[src/rtl/spi_pkg.sv]
// Shared types and constants for the SPI peripheral controller.
package spi_pkg;

    typedef enum logic [2:0] {
        IDLE,
        HDR,
        RLOAD,
        RDATA,
        WDATA
    } spi_state_e;

    localparam logic RW_READ  = 1'b1;
    localparam logic RW_WRITE = 1'b0;

    // Bit counter must reach the longer of header and data word.
    function automatic int cnt_width(input int hdr_w, input int data_w);
        return $clog2(((hdr_w > data_w) ? hdr_w : data_w) + 1);
    endfunction

endpackage

[src/rtl/spi_periph_ctrl_if.sv]
// Synchronous memory port between the SPI controller and peripheral memory.
interface spi_periph_ctrl_if #(
    parameter int ADDR_W = 7,
    parameter int DATA_W = 8
);
    logic [ADDR_W-1:0] mem_addr;
    logic [DATA_W-1:0] mem_wdata;
    logic              mem_we;
    logic              mem_re;
    logic [DATA_W-1:0] mem_rdata;

    modport master (output mem_addr, mem_wdata, mem_we, mem_re, input mem_rdata);
    modport slave  (input mem_addr, mem_wdata, mem_we, mem_re, output mem_rdata);
endinterface

[src/rtl/spi_shift_reg.sv]
// Shift register: serial-in/parallel-out plus parallel-load/serial-out (MSB first).
module spi_shift_reg #(
    parameter int WIDTH = 8
) (
    input  logic             clk,
    input  logic             rst_n,
    input  logic             shift_en,
    input  logic             load_en,
    input  logic             ser_in,
    input  logic [WIDTH-1:0] load_val,
    output logic [WIDTH-1:0] par_out,
    output logic             ser_out
);
    logic [WIDTH-1:0] q;

    // Load takes priority over shift.
    always_ff @(posedge clk or negedge rst_n) begin
        if (!rst_n)        q <= '0;
        else if (load_en)  q <= load_val;
        else if (shift_en) q <= {q[WIDTH-2:0], ser_in};
    end

    assign par_out = q;
    assign ser_out = q[WIDTH-1];
endmodule

[src/rtl/spi_periph_ctrl.sv]
// SPI mode-0 peripheral controller: header decode, write/read data, memory port.
// Optional burst transfers (auto-incrementing address) under `define SPI_BURST_EN.
module spi_periph_ctrl
    import spi_pkg::*;
#(
    parameter int ADDR_W = 7,
    parameter int DATA_W = 8,
    parameter int RD_LAT = 1
) (
    input  logic clk,
    input  logic rst_n,
    input  logic cs_n,
    input  logic sclk_rise,
    input  logic sclk_fall,
    input  logic mosi,
    output logic miso,
    output logic miso_oe,
    output logic busy,
    output logic frame_err,
    spi_periph_ctrl_if.master mem
);
    localparam int HDR_W  = ADDR_W + 1;
    // The final bit of a word is taken straight from mosi, so one bit less is stored.
    localparam int SR_W   = (ADDR_W > DATA_W - 1) ? ADDR_W : DATA_W - 1;
    localparam int CNT_W  = cnt_width(HDR_W, DATA_W);
    localparam int STAGES = RD_LAT + 1;
    localparam logic [CNT_W-1:0] HDR_LAST  = CNT_W'(HDR_W - 1);
    localparam logic [CNT_W-1:0] DATA_LAST = CNT_W'(DATA_W - 1);

    spi_state_e        state_q, state_d;
    logic [CNT_W-1:0]  cnt_q;
    logic [SR_W-1:0]   sr_q;
    logic [DATA_W-1:0] tx_q;
    logic              sr_msb, tx_msb;
    logic [ADDR_W-1:0] addr_q;
    logic [DATA_W-1:0] wdata_q;
    logic              we_q, oe_q, miso_q, ferr_q;
    // vld_pipe[0]: first RLOAD clk, [1]: mem_re, [STAGES]: rdata valid
    logic [STAGES:0]   vld_pipe;

    logic abort, rise, fall, hdr_done, word_done, rd_done, wr_done, rd_go, capture;

    assign abort     = cs_n && (state_q != IDLE);
    assign rise      = sclk_rise && !cs_n;
    assign fall      = sclk_fall && !cs_n;
    assign hdr_done  = (state_q == HDR) && rise && (cnt_q == HDR_LAST);
    assign word_done = (state_q == RDATA || state_q == WDATA) && rise && (cnt_q == DATA_LAST);
    assign rd_done   = word_done && (state_q == RDATA);
    assign wr_done   = word_done && (state_q == WDATA);
    assign capture   = (state_q == RLOAD) && vld_pipe[STAGES] && !cs_n;
`ifdef SPI_BURST_EN
    assign rd_go     = (hdr_done && mosi == RW_READ) || rd_done;
`else
    assign rd_go     = hdr_done && mosi == RW_READ;
`endif

    // Header / write-data capture path
    spi_shift_reg #(.WIDTH(SR_W)) u_rx_sr (
        .clk, .rst_n,
        .shift_en (rise && (state_q == HDR || state_q == WDATA)),
        .load_en  (1'b0),
        .ser_in   (mosi),
        .load_val ('0),
        .par_out  (sr_q),
        .ser_out  (sr_msb)
    );

    // Read-data transmit path
    spi_shift_reg #(.WIDTH(DATA_W)) u_tx_sr (
        .clk, .rst_n,
        .shift_en (fall && state_q == RDATA),
        .load_en  (capture),
        .ser_in   (1'b0),
        .load_val (mem.mem_rdata),
        .par_out  (tx_q),
        .ser_out  (tx_msb)
    );

    logic unused_sr;
    assign unused_sr = ^{sr_q, sr_msb, tx_q};

    // State register
    always_ff @(posedge clk or negedge rst_n) begin
        if (!rst_n) state_q <= IDLE;
        else        state_q <= state_d;
    end

    // Next-state logic; CS deassertion overrides everything
    always_comb begin
        state_d = state_q;
        unique case (state_q)
            IDLE:  if (!cs_n) state_d = HDR;
            HDR:   if (hdr_done) state_d = (mosi == RW_READ) ? RLOAD : WDATA;
            RLOAD: if (capture) state_d = RDATA;
`ifdef SPI_BURST_EN
            RDATA: if (word_done) state_d = RLOAD;
            WDATA: if (word_done) state_d = WDATA;
`else
            RDATA: if (word_done) state_d = HDR;
            WDATA: if (word_done) state_d = HDR;
`endif
            default: state_d = IDLE;
        endcase
        if (abort) state_d = IDLE;
    end

    // Bit counter: counts accepted rises, cleared at every word boundary
    always_ff @(posedge clk or negedge rst_n) begin
        if (!rst_n)
            cnt_q <= '0;
        else if (abort || state_q == IDLE || hdr_done || word_done)
            cnt_q <= '0;
        else if (rise && (state_q == HDR || state_q == RDATA || state_q == WDATA))
            cnt_q <= cnt_q + CNT_W'(1);
    end

    // Memory strobes, address/data latches, MISO and error flag
    always_ff @(posedge clk or negedge rst_n) begin
        if (!rst_n) begin
            addr_q   <= '0;
            wdata_q  <= '0;
            we_q     <= 1'b0;
            oe_q     <= 1'b0;
            miso_q   <= 1'b0;
            ferr_q   <= 1'b0;
            vld_pipe <= '0;
        end else begin
            we_q     <= 1'b0;
            ferr_q   <= abort && (cnt_q != '0 || state_q == RLOAD);
            vld_pipe <= abort ? '0 : {vld_pipe[STAGES-1:0], rd_go};
            if (hdr_done) addr_q <= sr_q[ADDR_W-1:0];
            if (wr_done) begin
                wdata_q <= {sr_q[DATA_W-2:0], mosi};
                we_q    <= 1'b1;
            end
`ifdef SPI_BURST_EN
            // Bump after the write strobe, or before the next read strobe
            if (we_q || rd_done) addr_q <= addr_q + ADDR_W'(1);
`endif
            if (fall && state_q == RDATA) miso_q <= tx_msb;
            if (abort || rd_done) oe_q <= 1'b0;
            else if (capture)     oe_q <= 1'b1;
        end
    end

    assign mem.mem_addr  = addr_q;
    assign mem.mem_wdata = wdata_q;
    assign mem.mem_we    = we_q;
    assign mem.mem_re    = vld_pipe[1];
    assign miso          = miso_q;
    assign miso_oe       = oe_q;
    assign busy          = (state_q != IDLE);
    assign frame_err     = ferr_q;
endmodule
[src/flat_wrapper.sv]
// flat-port wrapper written by rule: the top's interface ports become plain ports
module spi_periph_ctrl_flat import spi_pkg::*;
#(
    parameter int ADDR_W = 7,
    parameter int DATA_W = 8,
    parameter int RD_LAT = 1
)
  (clk, rst_n, cs_n, sclk_rise, sclk_fall, mosi, miso, miso_oe, busy, frame_err, mem_mem_addr, mem_mem_wdata, mem_mem_we, mem_mem_re, mem_mem_rdata);
  spi_periph_ctrl_if #(.ADDR_W(ADDR_W), .DATA_W(DATA_W)) mem_i ();
  input  logic clk;
  input  logic rst_n;
  input  logic cs_n;
  input  logic sclk_rise;
  input  logic sclk_fall;
  input  logic mosi;
  output logic miso;
  output logic miso_oe;
  output logic busy;
  output logic frame_err;
  output wire logic [$bits(mem_i.mem_addr)-1:0] mem_mem_addr;
  output wire logic [$bits(mem_i.mem_wdata)-1:0] mem_mem_wdata;
  output wire logic [$bits(mem_i.mem_we)-1:0] mem_mem_we;
  output wire logic [$bits(mem_i.mem_re)-1:0] mem_mem_re;
  input wire logic [$bits(mem_i.mem_rdata)-1:0] mem_mem_rdata;
  assign mem_mem_addr = mem_i.mem_addr;
  assign mem_mem_wdata = mem_i.mem_wdata;
  assign mem_mem_we = mem_i.mem_we;
  assign mem_mem_re = mem_i.mem_re;
  assign mem_i.mem_rdata = mem_mem_rdata;
  spi_periph_ctrl #(.ADDR_W(ADDR_W), .DATA_W(DATA_W), .RD_LAT(RD_LAT)) u_core (.clk(clk), .rst_n(rst_n), .cs_n(cs_n), .sclk_rise(sclk_rise), .sclk_fall(sclk_fall), .mosi(mosi), .miso(miso), .miso_oe(miso_oe), .busy(busy), .frame_err(frame_err), .mem(mem_i));
endmodule
[config.mk]
export PLATFORM = sky130hd
export DESIGN_NAME = spi_periph_ctrl_flat
export DESIGN_NICKNAME = d
export VERILOG_FILES = /design/src/rtl/spi_pkg.sv /design/src/rtl/spi_periph_ctrl_if.sv /design/src/rtl/spi_shift_reg.sv /design/src/rtl/spi_periph_ctrl.sv /design/src/flat_wrapper.sv
export SDC_FILE = /design/constraint.sdc
export NUM_CORES = 1
export LEC_CHECK = 0
export ABC_CLOCK_PERIOD_IN_PS = 3300
export CAP_MARGIN = 15
export CORE_ASPECT_RATIO = 1.1
export CORE_MARGIN = 2
export CORE_UTILIZATION = 45
export DETAILED_ROUTE_END_ITERATION = 10
export GPL_TIMING_DRIVEN = 0
export PLACE_DENSITY = 0.77
export SLEW_MARGIN = 5
export SYNTH_ARGS = -nofsm -noshare
export SYNTH_HDL_FRONTEND = slang
export SYNTH_SLANG_ARGS = --single-unit
[constraint.sdc]
create_clock -name clk -period 3.3 [get_ports clk]
set_clock_uncertainty 0.15 [all_clocks]
set_input_delay 0.825 -clock clk [delete_from_list [all_inputs] [get_ports clk]]
set_output_delay 0.825 -clock clk [all_outputs]
set_load 0.02 [all_outputs]
== Word level (Yosys, flattened, before mapping) ==
Index checks and enable logic that the tools add are counted.
Storage, ports and cells
  flip-flop bits (word level): 44
  input port bits: 14
  logic and storage cells: 70
Operators by class
  add/subtract/negate cells: 1
  equal/unequal tests: 9
  muxes and demuxes: 15
  reduce and logical (&&, ||, !) cells: 34
Operators by type and width (number)
  3-bit two-way mux: 7
  1-bit logical AND: 16
  8-bit two-way mux: 2
  3-bit case mux with 4 select lines: 1
  1-bit logical OR: 9
  3-bit by 1-bit inequality test with 1-bit output (second input constant): 3
  4-bit two-way mux: 2
  3-bit by 2-bit == test with 1-bit output (second input constant): 2
  2-bit nonzero test: 3
  4-bit by 1-bit adder with 4-bit output (second input constant): 1
  4-bit by 3-bit == test with 1-bit output (second input constant): 1
  4-bit AND reduction: 1
  4-bit nonzero test: 1
  3-bit by 1-bit == test with 1-bit output (second input constant): 1
  3-bit == test (second input constant): 1
  3-bit logical NOT: 1
  1-bit two-way mux: 3
  3-bit by 2-bit inequality test with 1-bit output (second input constant): 1
  3-bit nonzero test: 1
  2-bit OR reduction: 1
  1-bit logical NOT: 1

== Logic depth before layout (Yosys ltp) ==
  word-level depth: 7
  mapped depth: 6

== By module ==
From an unflattened synthesis, not the netlist that was laid out.
Unflattened totals
  cells, all modules: 174
  area, all modules: 2058.2 um2
By module, submodules not included
  spi_periph_ctrl: times used 1, cells each 108, area each 1345.0 um2, seq. area each 725.7 um2
  spi_shift_reg at u_core.u_tx_sr: times used 1, cells each 35, area each 380.4 um2, seq. area each 200.2 um2
  spi_shift_reg at u_core.u_rx_sr: times used 1, cells each 31, area each 332.8 um2, seq. area each 175.2 um2

== Least setup slack after synthesis ==
No wires, ideal clock.
  path kind: in2reg
  start point: input cs_n
  end point: register u_core.addr_q[0] (netlist: u_core.mem.mem_addr[0])
  arrival time: 1.726 ns
  slack: 1.297 ns
  stages: 5
  path buffers: 1
  cell sequence: and3b_1 buf_6 nand3_4 nor2_8 mux2_1
On the way
  cells in the longest elaborated chain, start to end: 4
Ends and longest elaborated chain
  start, declared: RTL line flat_wrapper.sv:12  | input logic cs_n;
  1-bit logical NOT: RTL line spi_periph_ctrl.sv:44  | assign rise = sclk_rise && !cs_n;
  1-bit logical AND: RTL line spi_periph_ctrl.sv:44
  1-bit logical AND (2 in a row): RTL line spi_periph_ctrl.sv:46  | assign hdr_done = (state_q == HDR) && rise && (cnt_q == HDR_LAST);
  end signal, assigned: RTL line spi_periph_ctrl.sv:131  | if (hdr_done) addr_q <= sr_q[ADDR_W-1:0];
  end, declared: RTL line spi_periph_ctrl.sv:35  | logic [ADDR_W-1:0] addr_q;
No other way between the ends.
A chain may end at the register's enable or synchronous reset.

== Worst setup path after layout ==
  start point: register u_core.state_q[1]
  end point: output busy
On the way
  cells in the longest elaborated chain, start to end: 1
Ends and longest elaborated chain
  start, declared: RTL line spi_periph_ctrl.sv:30  | spi_state_e state_q, state_d;
  start signal, assigned: RTL line spi_periph_ctrl.sv:85  | else state_q <= state_d;
  3-bit nonzero test: RTL line spi_periph_ctrl.sv:152  | assign busy = (state_q != IDLE);
  end, declared: RTL line flat_wrapper.sv:18  | output logic busy;
No other way between the ends.

==> flow_summary.ini <==
[status]
outcome = finished, final reports clean

[floorplanning]
rows = 25
die_x_um = 67.28
start_util = 0.4659
design.core.area_mm2 = 0.004254
die_area_mm2 = 0.004952
io-pin-count = 35
die_y_um = 73.61

[cells_and_area]
most-common-layout-cells = dfrtp_1, clkdlybuf4s50_1, mux2_1
fin_nets = 208
drive_above_1_share = 0.1762
antennaDiodeCount = 0
final_common_cell = dfrtp_1
syn_to_final_growth_pct = 27.46
fin_area_mm2 = 0.002526

[critical_path]
arrival_ns = 1.84
critPathKind = reg2out
r2r_end = u_core.mem.mem_addr[3]$_DFFE_PN0P_
worstPathMaxFanout = 10
r2r_start = u_core.cnt_q[1]$_DFFE_PN0P_
r2r_slack_ns = 1.50
cp.required_ns = 2.32
worst-r2r-cell-count = 5
cp-end-kind = output port
critPathLaunchType = flop

[pwr]
power_density_mw_per_mm2 = 442.7
leakage_nw = 1.223
total_power_mw = 1.118
ir_worst_vdd_v = 0.0004036

[logic_synthesis]
syn_area_mm2 = 0.001982
synthDistinctLibCells = 39
synth.avg_cell_area_um2 = 13.21
ys_top_cells_by_area = dfrtp_1, mux2_1, mux2i_1, nand3_4, mux2_2
syn_nets = 166
ys_seq_area_frac = 0.5556
ys_warn_count = 0
synth_top_area_frac = 0.5556
yosysTopAreaCell = dfrtp_1
synth_seq_cells = 44
netlist_instances = 150

[timing]
maxSlewHeadroom = 0.7034
min_period_over_period = 0.8530
whs_ns = 0.2961
finalSetupViolations = 0
tightest_slew_ns = 0.4379
period_needed_ns = 2.815
rsz0062_at_grt = false
layout_setup_ws_ns = 0.4850
hold_viol_final = 0
clock.fmax_mhz = 355.2
setup_tns_ns = 0
drv_slew = 0

[global_routing]
grt_max_degree = 30
grt.overflow.total = 0
antenna_found_initial = 0
grt_first_pass_wirelength_mm = 6.327
grt_util_all_layers = 0.1695
grt_pass1_vias = 1360

[cts]
cts_setup_buffers = 0
cts_hold_buf = 0
tritoncts = yes
cts_buffer_depth = 2
insertion_delay_ns = 0.29
clkSinkCount = 44
path_clk_slew_ns = 0.08
cts_buffers = 5
cts_root_buf = clkbuf_8
cts_resized = 0
htree_levels = 2

[routing]
initialDrtViolationCount = 56
avgRoutedWirePerCell_um = 14.95
viasPerCell = 5.178
dr_total_vias = 1279
drcViolationCount = 0
dr.pass1.iters = 4
ant_nets = 0
routed_wl_mm = 3.692

[placement]
io_buffers = 34
postPlaceCellArea_mm2 = 0.002405
preCtsSetupSlack_ns = 0.6326
gp_congestion = 0.8184
hpwlAfterDp_mm = 2.691

[flow_run]
cap_violations = 0

[worst_hold_path]
min_path_type = in2async
==> synthesized netlist by cell type (all sizes together) <==
library cell and number:
and2b 3, xnor2 1, or3 1, o31ai 1, mux2i 8, o21ai 2
or3b 1, nor3 1, a21oi 10, mux2 23, nand3 7, a21boi 1
o2111ai 2, ha 2, inv 7, and2 4, dfrtp 44, buf 5
nand2 3, o2111a 1, o311ai 1, and3b 1, a21bo 1, o211ai 1
xor2 2, o22ai 1, o2bb2ai 1, nor2 14, nor3b 1
==> sequential cells by signal (all words and copies together), names as in the netlist, 3 cells and up <==
signal / flops
u_core.mem.mem_addr: 7
u_core.state_q: 3
u_core.u_rx_sr.par_out: 7
u_core.cnt_q: 4
u_core.u_tx_sr.par_out: 8
u_core.vld_pipe: 3
u_core.mem.mem_wdata: 8
==> power by group <==
group / total (mW) / switching, mW / leakage, nW / internal [mW]
clock: 0.424 / 0.176 / 0.0614 / 0.247
combinational: 0.0871 / 0.0376 / 0.561 / 0.0496
sequential: 0.607 / 0.0321 / 0.601 / 0.575
==> cells by family (layout without fill, tap and decap cells) <==
logic type,Yosys count,after routing,synth area share
DFF,44,44,0.5556
and+or+nand+nor,36,36,0.1383
muxes,31,31,0.1711
AOI/OAI and AO/OA,22,22,0.07765
buffers and inverters,12,55,0.03157
xor gates and xnor gates,3,3,0.01326
adders and majority gates,2,2,0.01262
==> final cells by class <==
cell class              instances  area [um^2]
clock buffers                   6        82.58
multi-input cells              94        818.3
inverters                       7        26.28
clock inverters                 2        38.79
fillers                       364         1728
plain buffers                   5        36.28
flip-flops and latches         44         1101
repair buffers                 35        355.3
well taps                      54        67.56
==> critical path, stage by stage (launching register included) <==
cell and delay (ns):
dfrtp_1 0.37, buf_4 0.18, or3_1 0.43, clkdlybuf4s50_1 0.56
==> metal layers <==
layer / vias to the layer above / track usage / routed length [um]
met2: 41 / 0.2926 / 1893
met3: 6 / 0.04288 / 228
met4: 0 / 0.04989 / 43
met1: 626 / 0.2085 / 1526
met5: - / 0 / 0
li1: 606 / - / -
==> metrics by stage <==
stage | utilization | instances
after global placement | 0.5618 | 238
after detailed placement | 0.5653 | 239
after CTS | 0.5938 | 247
after floorplan | - | 150
after global routing | 0.5938 | 247
final | 0.5938 | 247
==> worst max path at each step <==
| stage | from | end | slack [ns] | cells after the start |
|---|---|---|---|---|
| after detailed placement | cs_n | u_core.mem.mem_addr[3]$_DFFE_PN0P_ | 0.63 | 6 |
| final | u_core.state_q[1]$_DFFE_PN0P_ | busy | 0.49 | 3 |
| after CTS | u_core.state_q[1]$_DFFE_PN0P_ | busy | 0.48 | 3 |
| after floorplan | cs_n | u_core.mem.mem_addr[0]$_DFFE_PN0P_ | 1.30 | 5 |
| after global routing | u_core.state_q[1]$_DFFE_PN0P_ | busy | 0.44 | 3 |
| after global placement | rst_n | u_core.mem.mem_wdata[3]$_DFFE_PN0P_ | 0.19 | 1 |
Power figures use the tool's default switching activity.
